--- config.mk ---
export PLATFORM = sky130hd
export DESIGN_NAME = mmio_rsel_pipe
export DESIGN_NICKNAME = d
export VERILOG_FILES = /design/src/rtl/mmio_rsel_pipe.sv
export SDC_FILE = /design/constraint.sdc
export NUM_CORES = 1
export LEC_CHECK = 0
export ABC_AREA = 1
export BUFFER_PORTS_ARGS = -buffer_cell sky130_fd_sc_hd__buf_2
export CAP_MARGIN = 10
export CORE_MARGIN = 2
export CORE_UTILIZATION = 54
export DETAILED_ROUTE_END_ITERATION = 8
export PLACE_DENSITY_LB_ADDON = 0.05
export SYNTH_ARGS = -nofsm -noshare
export SYNTH_HDL_FRONTEND = slang
export SYNTH_SLANG_ARGS = --single-unit
--- constraint.sdc ---
create_clock -name clk -period 1.6 [get_ports clk]
set_input_delay 0.16 -clock clk [delete_from_list [all_inputs] [get_ports clk]]
set_output_delay 0.16 -clock clk [all_outputs]
set_load 0.05 [all_outputs]
--- src/rtl/mmio_rsel_pipe.sv ---
// Memory-stage load select (BIOS / DMEM / MMIO) with cycle/instruction counters and sticky event flags.
// Optional feature: define MMIO_EVT_RDCLR_EN to make an event-flag read clear that flag.
module mmio_rsel_pipe #(
    parameter int CNT_WIDTH = 32,
    parameter int NUM_EVT   = 4,
    parameter int BTN_W     = 3,
    parameter int SW_W      = 2
) (
    input  logic                 clk,
    input  logic                 rst,
    input  logic                 stall,
    input  logic [31:0]          addr,
    input  logic                 rd_en,
    input  logic                 wr_en,
    input  logic [31:0]          bios_doutb,
    input  logic [31:0]          dmem_douta,
    input  logic                 trmt_full,
    input  logic                 recv_empty,
    input  logic [7:0]           recv_data,
    input  logic                 buttons_empty,
    input  logic [BTN_W-1:0]     buttons,
    input  logic [SW_W-1:0]      switches,
    input  logic                 inst_retire,
    input  logic [NUM_EVT-1:0]   evt,
    output logic [31:0]          dout
);

    typedef enum logic [1:0] {
        SEL_DMEM,
        SEL_BIOS,
        SEL_MMIO
    } sel_t;

    sel_t                 region;
    sel_t                 sel;
    logic [31:0]          mmio_word;
    logic [31:0]          captured;
    logic [CNT_WIDTH-1:0] cycle_cnt;
    logic [CNT_WIDTH-1:0] inst_cnt;
    logic [NUM_EVT-1:0]   evt_flag;
    logic [15:0]          evt_flag_ext;
    logic                 rd_accept;
    logic                 cnt_clr;
    logic                 mmio_page_ok;
    logic                 evt_hit;

    assign rd_accept    = rd_en & ~stall;
    assign cnt_clr      = wr_en & ~stall & (addr == 32'h8000_0018);
    assign mmio_page_ok = (addr[29:8] == 22'd0);
    assign evt_hit      = mmio_page_ok & (addr[7:6] == 2'b01);
    // Padding to 16 lets addr[5:2] index directly; flags beyond NUM_EVT read as 0.
    assign evt_flag_ext = 16'(evt_flag);

    always_comb begin
        case (addr[31:30])
            2'b01:   region = SEL_BIOS;
            2'b10:   region = SEL_MMIO;
            default: region = SEL_DMEM;
        endcase
    end

    always_comb begin
        mmio_word = 32'd0;
        if (mmio_page_ok) begin
            case (addr[7:2])
                6'h00:   mmio_word = {30'd0, ~recv_empty, ~trmt_full};
                6'h01:   mmio_word = {24'd0, recv_data};
                6'h04:   mmio_word = 32'(cycle_cnt);
                6'h05:   mmio_word = 32'(inst_cnt);
                6'h08:   mmio_word = {31'd0, buttons_empty};
                6'h09:   mmio_word = 32'(buttons);
                6'h0A:   mmio_word = 32'(switches);
                default: begin
                    if (evt_hit) begin
                        mmio_word = {31'd0, evt_flag_ext[addr[5:2]]};
                    end
                end
            endcase
        end
    end

    // Select and MMIO word line up with the one-cycle BRAM latency.
    always_ff @(posedge clk) begin
        if (rst) begin
            sel      <= SEL_MMIO;
            captured <= 32'd0;
        end else if (rd_accept) begin
            sel <= region;
            if (region == SEL_MMIO) begin
                captured <= mmio_word;
            end
        end
    end

    always_ff @(posedge clk) begin
        if (rst || cnt_clr) begin
            cycle_cnt <= '0;
            inst_cnt  <= '0;
        end else begin
            cycle_cnt <= cycle_cnt + CNT_WIDTH'(1);
            if (inst_retire) begin
                inst_cnt <= inst_cnt + CNT_WIDTH'(1);
            end
        end
    end

`ifdef MMIO_EVT_RDCLR_EN
    logic [NUM_EVT-1:0] rd_clr;

    always_comb begin
        rd_clr = '0;
        for (int i = 0; i < NUM_EVT; i++) begin
            rd_clr[i] = rd_accept && (region == SEL_MMIO) && evt_hit && (addr[5:2] == 4'(i));
        end
    end

    // A new event in the clearing cycle wins over the clear.
    always_ff @(posedge clk) begin
        if (rst) begin
            evt_flag <= '0;
        end else begin
            evt_flag <= (evt_flag & ~rd_clr) | evt;
        end
    end
`else
    always_ff @(posedge clk) begin
        if (rst) begin
            evt_flag <= '0;
        end else begin
            evt_flag <= evt_flag | evt;
        end
    end
`endif

    always_comb begin
        case (sel)
            SEL_BIOS: dout = bios_doutb;
            SEL_DMEM: dout = dmem_douta;
            default:  dout = captured;
        endcase
    end

endmodule

### Word-level counts from Yosys, hierarchy flattened

Index checks and enable logic that the tools add are counted.

| operators by class | value |
|---|---|
| add/subtract/negate cells | 2 |
| $lt $le $gt $ge | 1 |
| equal/unequal tests | 12 |
| mux-type cells | 7 |
| bitwise logic cells | 8 |
| reduce and logical (&&, ||, !) cells | 5 |

Operator list:

| operator | number |
|---|---|
| case mux 32 bit (7 select lines) | 1 |
| adder 32 x 1 -> 32 bit, second input constant | 2 |
| case mux 32 bit (2 select lines) | 1 |
| equality test 32 bit, second input constant | 1 |
| 2-to-1 mux 32 bit | 1 |
| zero test 22 bit | 1 |
| equality test 6 x 4 -> 1 bit, second input constant | 3 |
| equality test 6 x 3 -> 1 bit, second input constant | 2 |
| equality test 2 x 1 -> 1 bit, second input constant | 3 |
| equality test 6 x 1 -> 1 bit, second input constant | 1 |
| zero test 6 bit | 1 |
| less-than comparator 4 x 5 -> 1 bit, second input constant | 1 |
| bitwise AND 1 bit | 4 |
| binary-select mux 1 bit (select 4 bit) | 1 |
| equality test 2 bit, second input constant | 2 |
| OR 4 bit | 1 |
| case mux 2 bit (2 select lines) | 1 |
| NOT 1 bit | 3 |
| zero test 2 bit | 1 |
| 2-to-1 mux 1 bit | 2 |
| AND reduction 2 bit | 1 |
| logical OR 1 bit | 1 |

| storage, ports and cells | value |
|---|---|
| flip-flop bits (word level) | 102 |
| input bits | 122 |
| output and inout port bits | 32 |
| logic and storage cells | 40 |

### Logic depth before layout (Yosys ltp)

| depth | value |
|---|---|
| depth in word-level cells | 5 |
| gate-level depth with buffers | 11 |
| gate-level depth less buffers | 11 |

### Worst setup path after synthesis

OpenSTA, ideal clock, no wires.

| path | value |
|---|---|
| kind | register -> output |
| start | register sel[1] |
| end | output dout[10] |
| arrival time | 1.384 ns |
| data required time | 1.440 ns |
| slack | 0.056 ns |
| stages on the path, launching flop included | 6 |
| buffers on the path | 2 |
| cells stage by stage | dfxtp_1 > clkbuf_1 > nor2_1 > clkbuf_1 > a22oi_1 > nand2_1 |

| on the way | value |
|---|---|
| cells in the longest elaborated chain, start to end | 2 |
| elaborated cells between the ends (all ways) | 3 |
| those cells by class | 1 x eq/ne; 1 x mux; 1 x reduce/logical |

Ends and longest elaborated chain:

| what | line | source |
|---|---|---|
| start: declaration | 35 | `sel_t sel;` |
| start signal: assignment | 88 | `sel <= region;` |
| equality test 2 x 1 -> 1 bit or zero test 2 bit (tied branches) | 136 | `case (sel)` |
| case mux 32 bit (2 select lines) * | 136 |  |
| end: declaration | 25 | `output logic [31:0] dout` |

Mark *: on every way between the ends. The rest lies on a longest branch, timed or not.

### Worst setup path after layout

| path | value |
|---|---|
| start | register sel[1] |
| end | output dout[19] |

The elaborated chain is that of the path after synthesis.

==> flow_summary.yaml <==
placement:
  place.port_buffers: 153
  routabilityCongestion: 0.9355
  dp.final_hpwl_mm: 14.12
  dpl-instance-area_mm2: 0.006990
yosys:
  post-synth-top-area-fraction: 0.3483
  ys_seq_area_frac: 0.3483
  synth.top_cells.by_area: "dfxtp_1, nand2_1, nor2_1"
  postSynthNetCount: 1045
  ys.flop_type: "dfxtp_1"
  synthCells: 921
  post_synth.cell_area_avg_um2: 6.365
  yosysWarningCount: 0
  dominant_cell_type_by_area_after_synthesis: "dfxtp_1"
  distinct_cells_synth: 35
  ys_seq_elements: 102
  mappedNetlistArea_mm2: 0.005862
  asyncSetResetFlopFracSynth: 0
  number_of_enable_flip_flop_cells_after_synthesis: 0
global_routing:
  number_of_global_route_vias_before_repair: 5959
  grt_use_met3: 0.04943
  gr-max-usage-layer: "met2"
  grt_util_met1: 0.4045
  grt_pass1_wl_mm: 28.81
  met2_usage: 0.5413
  pin_count_of_the_biggest_net_entering_global_routing: 45
  antenna_found_initial: 0
  overflow: 0
  globalRouteTotalUtil: 0.3166
floorplanning:
  die-width_um: 108.2
  rows: 38
  floorplan.core_area_mm2: 0.01070
  die-area_mm2: 0.01171
  dieHeight_um: 108.2
  design.portCount: 154
  initial_utilization: 0.5480
timing:
  setup_viol: 27
  tns_ps: -495.3
  fmax_mhz: 595.9
  rsz0062_at_grt: "yes"
  setup_skew_ps: 13.41
  report.final.slew_viol_count: 0
  period_share: 1.049
  max_slew.worst_pin.slew_ps: 383.9
  max_slew_margin: 0.7441
  postLayoutSetupSlackWorst_ps: -78.12
  final_period_minus_worst_setup_slack_ps: 1678
  report.final.hold_viol_count: 0
flow_run:
  max_cap_check_violation_count: 0
power:
  power.leakage_nw: 3.187
  power.density_mw_per_mm2: 658.8
  design_power_total_mw: 5.028
  peakVddDrop_uv: 449.5
cts:
  maximum_count_of_clock_buffers_along_a_single_path: 2
  tritoncts: "yes"
  clk_root_buffer_cell: "clkbuf_8"
  clk_pin_slew_ps: 110
  numClockSinks: 102
  clk-insertion-delay-late_ps: 390
  cts_made_buffers: 9
  cts-htree-levels: 3
drt:
  first_iter_violations: 565
  drt-total-wl_mm: 19.06
  drtPass1Iterations: 5
  post-route-drc-count: 0
  vias: 6746
  ant_nets: 0
  route.detailed.vias_per_inst: 5.432
  avgRoutedWirePerCell_um: 15.35
setup_path:
  worst_ep_required_time_ps: 1440
  max_stage_delay_ps: 410
  crit_path_cell_trace: "nor2_4, clkbuf_16, a22oi_1, nand2_1, buf_6"
  arrival_ps: 1520
  cp_num_buf_inv: 2
  critical_path.endpoint_type: "primary output"
  timing.critical_path.slowest_stage_cell: "dfxtp_4"
  timing.critical_path.from_type: "flip-flop"
  cp_max_fo: 16
  worst_path_dominant_cell_family: "flip-flops"
  critPathKind: "flip-flop to primary output"
outcome:
  outcome: "complete, but fails checks"
  violations_in_the_final_reports: "negative setup slack"
worst_hold_path:
  worstHoldPathType: "primary input to flip-flop"
cells_and_area:
  final_layout_size_suffix_gt1_frac: 0.2405
  num_antenna_cells: 0
  syn_to_final_growth_pct: 30.20
  final_net_count: 1221
  finish.instance_area_mm2: 0.007632
[cells in the mapped netlist (2+ instances only)]
library cell and instances:
a21oi_1 25, a22oi_1 45, and3_1 3, buf_2 7, buf_4 5, buf_6 4
clkbuf_1 17, dfxtp_1 102, ha_1 2, inv_1 67, inv_2 3, nand2_1 266
nand3_1 95, nand3b_1 9, nand4_1 15, nor2_1 164, nor2_2 5, nor3_1 11
o21ai_0 12, o21ai_1 20, or2_0 2, xnor2_1 13, xor2_1 17
[worst reg2reg max path, cell delays in order (launching register included)]
cell     delay, ps
dfxtp_1        440
nand2_1        130
nor2_1         180
nand2_2        150
nor2_4         110
nand3_1        130
nor2_1         130
nand2_1         60
nand2_1         60
nor2_1          30
[kinds of logic (layout without fill, tap and decap cells)]
| family | Yosys count | count (layout) | synth area share |
|---|---|---|---|
| AO/OA/AOI/OAI | 106 | 106 | 0.1118 |
| XOR/XNOR | 30 | 30 | 0.04482 |
| adder cells (fa/ha/maj) | 2 | 2 | 0.004268 |
| buffers and inverters | 104 | 285 | 0.07641 |
| flip-flops | 102 | 102 | 0.3483 |
| AND/OR/NAND/NOR | 577 | 577 | 0.4143 |
[power breakdown]
group | switching [mW] | internal (mW)
clock network | 1.02 | 0.653
registers | 0.0195 | 2.56
logic | 0.454 | 0.319
[registers in the layout, indices dropped and copies added, names as in the netlist]
register   flops
captured      32
cycle_cnt     32
inst_cnt      32
evt_flag       4
sel            2
[routing by layer]
| metal | part of all wire | up-vias |
|---|---|---|
| met5 | 0 | - |
| met4 | 0.031 | 0 |
| met2 | 0.47 | 294 |
| met3 | 0.076 | 43 |
| met1 | 0.43 | 3051 |
| li1 | - | 3358 |
[final timing paths]
kind                         to  cells after the start          from  slack, ps
setup / recovery       dout[19]                      5        sel[1]        -80
hold / removal      evt_flag[0]                      2           rst         40
setup reg to reg  cycle_cnt[19]                      9  cycle_cnt[4]         70
hold reg to reg    cycle_cnt[0]                      1  cycle_cnt[0]        440
[per-stage QoR]
step / std cells / util / worst slack (ps) / hold slack (ps)
6_report: 1242 / 0.7135 / -78.12 / 37.89
5_1_grt: 1242 / 0.7135 / -75.28 / 55.76
4_1_cts: 1240 / 0.7032 / -60.48 / 32.91
3_5_place_dp: 1218 / 0.6535 / 46.73 / 374.0
3_3_place_gp: 1218 / 0.6535 / 78.27 / 364.0
2_1_floorplan: 921 / - / 56.32 / 275.8
[final cells by class]
cell class,count,area (µm²)
inverter,70,262.8
tap,140,175.2
fill,971,3065
clock buffer,10,137.6
clock inverter,6,58.81
multi-input combinational,715,3510
timing repair buffer,199,1433
sequential,102,2056
[timing repair]
| action | in CTS | in global routing |
|---|---|---|
| setup endpoints to repair | 32 | 66 |
| resized for setup | 80 | 35 |
| setup buffers | 1 | 2 |
| gates cloned | 1 | 0 |
| pin swaps | 2 | 2 |
| hold endpoints to repair | 4 | 0 |
| hold buffers | 4 | 0 |
[cell usage in the layout (no fill, tap or decap), drive strengths merged, types with 2 or more instances in the layout]
cell,n
a21oi,25
nand3b,9
inv,75
dlygate4sd3,4
o21ai,33
or2,4
nand3,95
buf,194
xnor2,13
dfxtp,102
clkbuf,11
xor2,17
a22oi,45
ha,2
nand2,267
and3,3
nor3,12
nand4,15
nor2,170
Note: power is estimated with default switching activity, not from simulation.
